**src/rtl/divider_32bit.sv**
```systemverilog
// divider_32bit
// -----------------------------------------------------------------------------
// Multi-cycle restoring divider for the MIPS div/divu instructions. One
// quotient bit is resolved per clock by shift-and-trial-subtract; the final
// quotient and remainder are loaded into the output registers in a separate
// FINISH cycle, which feed the HI/LO registers.
//
// Optional feature: define DIVIDER_SIGNED_EN to add the isSigned port and
// two's-complement (MIPS div) semantics. Without it the block is unsigned only
// and no sign logic is built.
//
// Ports:
//   clk        rising-edge clock
//   reset      synchronous, active-high reset
//   start      one-cycle request, only sampled while idle
//   isSigned   signed division select (DIVIDER_SIGNED_EN builds only)
//   a, b       dividend / divisor, captured on the accepted start edge
//   quotient   result, held until the next operation's FINISH load
//   remainder  result, held until the next operation's FINISH load
//   busy       high from the edge after start until the result is loaded
//   done       one-cycle pulse when quotient/remainder are valid
//   divByZero  raised with done when b was zero; cleared by the next start
// -----------------------------------------------------------------------------
module divider_32bit #(
    parameter int WIDTH = 32
) (
    input  logic             clk,
    input  logic             reset,
    input  logic             start,
`ifdef DIVIDER_SIGNED_EN
    input  logic             isSigned,
`endif
    input  logic [WIDTH-1:0] a,
    input  logic [WIDTH-1:0] b,
    output logic [WIDTH-1:0] quotient,
    output logic [WIDTH-1:0] remainder,
    output logic             busy,
    output logic             done,
    output logic             divByZero
);

    localparam int              CW   = $clog2(WIDTH);
    localparam logic [CW-1:0]   LAST = CW'(WIDTH - 1);

    typedef enum logic [1:0] {
        IDLE,
        DIVIDE,
        FINISH
    } state_t;

    state_t state, next_state;

    logic [WIDTH-1:0] a_lat;      // original dividend, returned on divide-by-zero
    logic [WIDTH-1:0] divisor;    // divisor magnitude
    logic [WIDTH-1:0] q_sh;       // dividend shifts out the top, quotient bits in the bottom
    logic [WIDTH-1:0] rem;        // partial remainder
    logic [CW-1:0]    count;
    logic             b_zero;

    logic [WIDTH-1:0] a_mag;
    logic [WIDTH-1:0] b_mag;
    logic [WIDTH-1:0] rem_shift;
    logic [WIDTH:0]   diff;
    logic [WIDTH-1:0] rem_next;
    logic [WIDTH-1:0] q_next;

`ifdef DIVIDER_SIGNED_EN
    logic neg_q;   // quotient sign: operand signs differ
    logic neg_r;   // remainder follows the dividend's sign

    always_comb begin
        a_mag = (isSigned && a[WIDTH-1]) ? ('0 - a) : a;
        b_mag = (isSigned && b[WIDTH-1]) ? ('0 - b) : b;
    end
`else
    assign a_mag = a;
    assign b_mag = b;
`endif

    // One restoring step: bring in the next dividend bit and try the
    // subtraction in WIDTH+1 bits so the borrow lands in the top bit.
    // NOTE: every always_comb output gets a value before any branch so no latch is inferred.
    always_comb begin
        rem_shift = {rem[WIDTH-2:0], q_sh[WIDTH-1]};
        diff      = {1'b0, rem_shift} - {1'b0, divisor};
        rem_next  = rem_shift;
        q_next    = {q_sh[WIDTH-2:0], 1'b0};
        if (!diff[WIDTH]) begin
            rem_next = diff[WIDTH-1:0];
            q_next   = {q_sh[WIDTH-2:0], 1'b1};
        end
    end

    // NOTE: state and datapath registers use non-blocking assignments only.
    always_ff @(posedge clk) begin
        if (reset) state <= IDLE;
        else       state <= next_state;
    end

    always_comb begin
        next_state = state;
        case (state)
            IDLE:    if (start) next_state = (b == '0) ? FINISH : DIVIDE;
            DIVIDE:  if (count == LAST) next_state = FINISH;
            FINISH:  next_state = IDLE;
            default: next_state = IDLE;
        endcase
    end

    always_ff @(posedge clk) begin
        if (reset) begin
            a_lat     <= '0;
            divisor   <= '0;
            q_sh      <= '0;
            rem       <= '0;
            count     <= '0;
            b_zero    <= 1'b0;
            quotient  <= '0;
            remainder <= '0;
            busy      <= 1'b0;
            done      <= 1'b0;
            divByZero <= 1'b0;
`ifdef DIVIDER_SIGNED_EN
            neg_q     <= 1'b0;
            neg_r     <= 1'b0;
`endif
        end else begin
            done <= 1'b0;
            // Registered so busy rises on the edge after start and drops on
            // the same edge that raises done.
            busy <= (state == DIVIDE);
            case (state)
                IDLE: begin
                    if (start) begin
                        a_lat     <= a;
                        divisor   <= b_mag;
                        q_sh      <= a_mag;
                        rem       <= '0;
                        count     <= '0;
                        b_zero    <= (b == '0);
                        divByZero <= 1'b0;
`ifdef DIVIDER_SIGNED_EN
                        neg_q     <= isSigned & (a[WIDTH-1] ^ b[WIDTH-1]);
                        neg_r     <= isSigned & a[WIDTH-1];
`endif
                    end
                end
                DIVIDE: begin
                    rem   <= rem_next;
                    q_sh  <= q_next;
                    count <= count + CW'(1);
                end
                FINISH: begin
                    done <= 1'b1;
                    if (b_zero) begin
                        quotient  <= '1;
                        remainder <= a_lat;
                        divByZero <= 1'b1;
                    end else begin
`ifdef DIVIDER_SIGNED_EN
                        quotient  <= neg_q ? ('0 - q_sh) : q_sh;
                        remainder <= neg_r ? ('0 - rem) : rem;
`else
                        quotient  <= q_sh;
                        remainder <= rem;
`endif
                    end
                end
                default: ;
            endcase
        end
    end

endmodule

```
**config.mk**
```make
export PLATFORM = sky130hd
export DESIGN_NAME = divider_32bit
export DESIGN_NICKNAME = d
export VERILOG_FILES = /design/src/rtl/divider_32bit.sv
export SDC_FILE = /design/constraint.sdc
export NUM_CORES = 1
export LEC_CHECK = 0
export CORE_MARGIN = 1
export CORE_UTILIZATION = 55
export DETAILED_ROUTE_END_ITERATION = 8
export GPL_TIMING_DRIVEN = 0
export PLACE_DENSITY = 0.81
export SLEW_MARGIN = 5
export SYNTH_ARGS = -nofsm -noshare
export SYNTH_HDL_FRONTEND = slang
export SYNTH_SLANG_ARGS = --single-unit
```
**constraint.sdc**
```tcl
create_clock -name clk -period 3.7 [get_ports clk]
set_input_delay 0.74 -clock clk [delete_from_list [all_inputs] [get_ports clk]]
set_output_delay 0.74 -clock clk [all_outputs]
set_load 0.03 [all_outputs]
```
# [Word-level counts from Yosys, hierarchy flattened]
# Cells that the tools add are included.
[word_totals] regBits=203 inputBits=67 output_inout_bits=67 elab_cells=46
[op_classes] n_addsub=2 n_eq_ne=6 mux=18 reduce_logical=8
[ops] operator="$mux 32" count=5
[ops] operator="$pmux 32 s2" count=2
[ops] operator="$sub 32x32->33" count=1
[ops] operator="$logic_not 32->1" count=1
[ops] operator="$pmux 5 s2" count=1
[ops] operator="$mux 2" count=3
[ops] operator="$ne 2x2->1 const B" count=3
[ops] operator="$reduce_and 2->1" count=3
[ops] operator="$add 5x1->5 const B" count=1
[ops] operator="$eq 5x5->1 const B" count=1
[ops] operator="$mux 5" count=1
[ops] operator="$mux 1" count=4
[ops] operator="$pmux 2 s2" count=1
[ops] operator="$reduce_bool 2->1" count=2
[ops] operator="$reduce_and 3->1" count=1
[ops] operator="$eq 2x1->1 const B" count=1
[ops] operator="$eq 2x2->1 const B" count=1
[ops] operator="$logic_not 2->1" count=1
[ops] operator="$pmux 1 s2" count=1

# [Longest topological paths before layout]
[depth] word_depth=4 ltp_mapped=14 ltp_nobuf=12

# [Worst setup path after synthesis]
# OpenSTA, ideal clock, no wires.
[synth_timing] path_kind="reg-to-reg" from="register q_sh[31]" to="register rem[31]" arrival_time_ns=2.930 t_required_ns=3.638 path_slack_ns=0.708 stages_incl_launch_ff=14 path_buffers=1 path_cell_list="dfxtp_1 inv_1 ha_1 fa_1 nand2b_1 a21o_1 a211o_1 a2111oi_4 o21ai_1 nor2b_1 buf_6 nand2b_4 or4b_1 nand3_1"
[synth_via] elab_chain_cells=3
[synth_lines] item="from (decl)" line="55" text="logic [WIDTH-1:0] q_sh;"
[synth_lines] item="from (signal assigned)" line="137" text="q_sh <= a_mag;"
[synth_lines] item="from (signal assigned)" line="150" text="q_sh <= q_next;"
[synth_lines] item="$sub 32x32->33" line="85" text="diff = {1'b0, rem_shift} - {1'b0, divisor};"
[synth_lines] item="$mux 32" line="88" text="if (!diff[WIDTH]) begin"
[synth_lines] item="$pmux 32 s2" line="132" text="case (state)"
[synth_lines] item="to (signal assigned)" line="149" text="rem <= rem_next;"
[synth_lines] item="to (decl)" line="56" text="logic [WIDTH-1:0] rem;"
# Every way passes these cells.
# A chain may end at the register's enable or synchronous reset.

# [Final worst setup path]
[layout_timing] from="register q_sh[31]" to="register rem[9]"
# Same word-level chain as after synthesis.

==> results.py <==
metrics = {
    "min_path": {
        "hold_path_class": "reg2reg",
        "hold_depth": 2,
    },
    "finish": {
        "layout_commonest_cell": "nand2_1",
        "syn_to_final_growth_pct": 24.1,
        "final_area_um2": 11600,
        "multi_input_area_um2": 4770,
        "fillers": 1376,
        "n_antenna_cell": 0,
        "layout.cells.non_filler": 1560,
        "final_cell_mix": "nand2_1, dfxtp_1, clkdlybuf4s50_1",
        "utilization": 0.697,
        "drive_gt1_frac": 0.0276,
        "ff_latch_area_um2": 4060,
        "nets": 1431,
    },
    "place": {
        "portBuffers": 132,
        "hpwlAfterDp_mm": 21.0,
        "dp_slack_ns": 0.262,
        "placed_area_um2": 10900,
        "routabilityCongestion": 0.939,
        "place_inst": 1526,
    },
    "power": {
        "pwr-share-clk": 0.222,
        "ir_drop_mv": 0.550,
        "p_leak_nw": 4.23,
        "power.total_mw": 9.13,
        "powerDensity_nw_per_um2": 790,
        "power_switching_mw": 3.75,
        "p_int_mw": 5.38,
        "p_comb_frac": 0.484,
        "p_seq_frac": 0.294,
        "sw_frac_of_total": 0.411,
    },
    "routing": {
        "drt-initial-drc-count": 795,
        "vias": 9040,
        "firstDrtPassIters": 6,
        "routed_wl_mm": 27.5,
        "via_per_inst": 5.79,
        "drc_errors": 0,
        "ant_nets": 0,
        "wl_per_cell_um": 17.6,
    },
    "timing": {
        "finalSetupViolations": 0,
        "tightest_slew_ns": 0.828,
        "finalHoldViolCount": 0,
        "grt_setup_unrepaired": "no",
        "period_minus_slack_ns": 3.54,
        "max_slew_margin": 0.448,
        "holdWs_ns": 0.454,
        "min_period_over_period": 0.957,
        "timing.final.ws_setup_ns": 0.159,
        "skew_ns": 0.0111,
        "fmax_ghz": 0.282,
        "fin_setup_tns_ns": 0,
        "slew_viol_final": 0,
    },
    "clock_tree": {
        "path_clk_slew_ns": 0.06,
        "cts_hold_buf": 0,
        "postCtsSetupRepairBufs": 0,
        "clockBufferDepth": 3,
        "cts_buffers": 21,
        "clkLatencyLatePin_ns": 0.51,
        "clkSinkCount": 203,
        "clockRootBuffer": "clkbuf_16",
        "htree_levels": 1,
        "cts_resized": 0,
        "cts_tree": "done",
    },
    "floorplanning": {
        "chipWidth_um": 132,
        "ios": 134,
        "num_rows": 47,
        "fp.coreArea_um2": 16600,
        "die_h_um": 132,
        "initial_core_util": 0.562,
        "die_area_um2": 17500,
    },
    "grt": {
        "use_met1": 0.377,
        "grtUsageTotal": 0.307,
        "grt_antenna_before_repair": 0,
        "busiest_layer": "met2",
        "use_met2": 0.538,
        "grt_pass1_vias": 8364,
        "grt_max_degree": 14,
        "grt_pass1_wl_mm": 42.6,
        "grt_overflow": 0,
        "met3_usage": 0.0527,
    },
    "synthesis": {
        "ys_seq_elements": 203,
        "yosysWarnings": 0,
        "synth_async_sr_flop_share": 0,
        "ys_types": 53,
        "synthCells": 1174,
        "netlist_area_um2": 9320,
        "synth_edf_count": 0,
        "syn-num-nets": 1276,
        "ys_seq_area_frac": 0.436,
        "dominantRegCellSynth": "dfxtp_1",
        "syn_area_per_cell_um2": 7.93,
    },
    "setup_path": {
        "cp.arrival_ns": 3.91,
        "worstSetupPathType": "reg2reg",
        "cp-end-kind": "flip-flop",
        "cp_data_required_time_ns": 4.07,
        "rr_worst_depth": 13,
        "critPathLaunchType": "flip-flop",
        "crit_fanout": 10,
    },
    "run": {
        "drv_cap": 0,
    },
    "outcome": {
        "status": "finished, final reports clean",
    },
}
-- kinds of logic after synthesis --
group	count (synthesis)	share of synthesized area
buf+inv	127	0.0521
simple gates	463	0.212
mux	38	0.0410
fa+ha+maj	35	0.0478
flops	203	0.436
xor+xnor	28	0.0263
compound gates	280	0.184
-- final timing paths --
| kind | end | slack [ns] | from |
|---|---|---|---|
| setup / recovery | rem[9]$_SDFFE_PP0P_ | 0.16 | q_sh[31]$_SDFFE_PP0P_ |
| hold / removal | divisor[29]$_SDFFE_PP0P_ | 0.45 | divisor[29]$_SDFFE_PP0P_ |
| setup reg to reg | rem[9]$_SDFFE_PP0P_ | 0.16 | q_sh[31]$_SDFFE_PP0P_ |
| hold reg to reg | divisor[29]$_SDFFE_PP0P_ | 0.45 | divisor[29]$_SDFFE_PP0P_ |
-- flip-flops by register name (all words and copies together) (netlist names), 2 cells and up --
name	count
a_lat	32
count	5
divisor	32
q_sh	32
quotient	32
rem	32
remainder	32
state	2
-- worst max-delay path, stage by stage, from the launching register on --
cell	delay, ns
dfxtp_1	0.46
inv_1	0.09
ha_1	0.23
fa_1	0.40
nand2b_1	0.18
a21o_1	0.20
a211o_1	0.38
a2111oi_4	0.34
o21ai_1	0.13
nor2b_1	0.16
buf_6	0.14
clkbuf_1	0.26
a21oi_1	0.32
o21ai_0	0.11
-- synth_stat cells, drive strengths merged, types with 3 or more instances --
| cell | count | area share |
|---|---|---|
| buf | 13 | 0.0062 |
| a21oi | 114 | 0.061 |
| inv | 43 | 0.017 |
| and3 | 6 | 0.0040 |
| dfxtp | 203 | 0.44 |
| a32oi | 10 | 0.0094 |
| xnor2 | 15 | 0.014 |
| a22oi | 4 | 0.0032 |
| o21ai | 45 | 0.024 |
| clkbuf | 71 | 0.029 |
| a221oi | 3 | 0.0028 |
| nor3 | 68 | 0.037 |
| a211oi | 34 | 0.027 |
| a21o | 14 | 0.011 |
| nand2 | 232 | 0.093 |
| o21a | 4 | 0.0032 |
| ha | 34 | 0.046 |
| nor2b | 6 | 0.0040 |
| mux2i | 37 | 0.040 |
| xor2 | 13 | 0.012 |
| nand4 | 8 | 0.0054 |
| and2 | 3 | 0.0020 |
| nand2b | 9 | 0.0069 |
| nor2 | 102 | 0.041 |
| nor4 | 8 | 0.0054 |
| a31oi | 33 | 0.022 |
| nand3 | 14 | 0.0075 |
-- cell type report --
| type | instances | share of cell area |
|---|---|---|
| plain buffers | 84 | 0.0280 |
| clock buffers | 31 | 0.0547 |
| clock inverters | 3 | 0.00162 |
| inverters | 43 | 0.0140 |
| multi-input cells | 844 | 0.412 |
| flip-flops and latches | 203 | 0.351 |
| well taps | 220 | 0.0238 |
| repair buffers | 132 | 0.114 |
-- power by group through the flow --
stage	clock, mW	combinational, mW	sequential [mW]
floorplan	0	3.35	2.58
global route	2.10	4.84	2.69
global placement	0	4.27	2.70
CTS	2.03	4.35	2.66
finish	2.03	4.42	2.68
detailed placement	0	4.33	2.71
-- layer usage --
layer | vias up | part of all wire
li1 | 4370 | -
met1 | 4220 | 0.41
met2 | 382 | 0.48
met3 | 68 | 0.071
met4 | 0 | 0.031
met5 | - | 0
(Power assumes the default switching activity.)
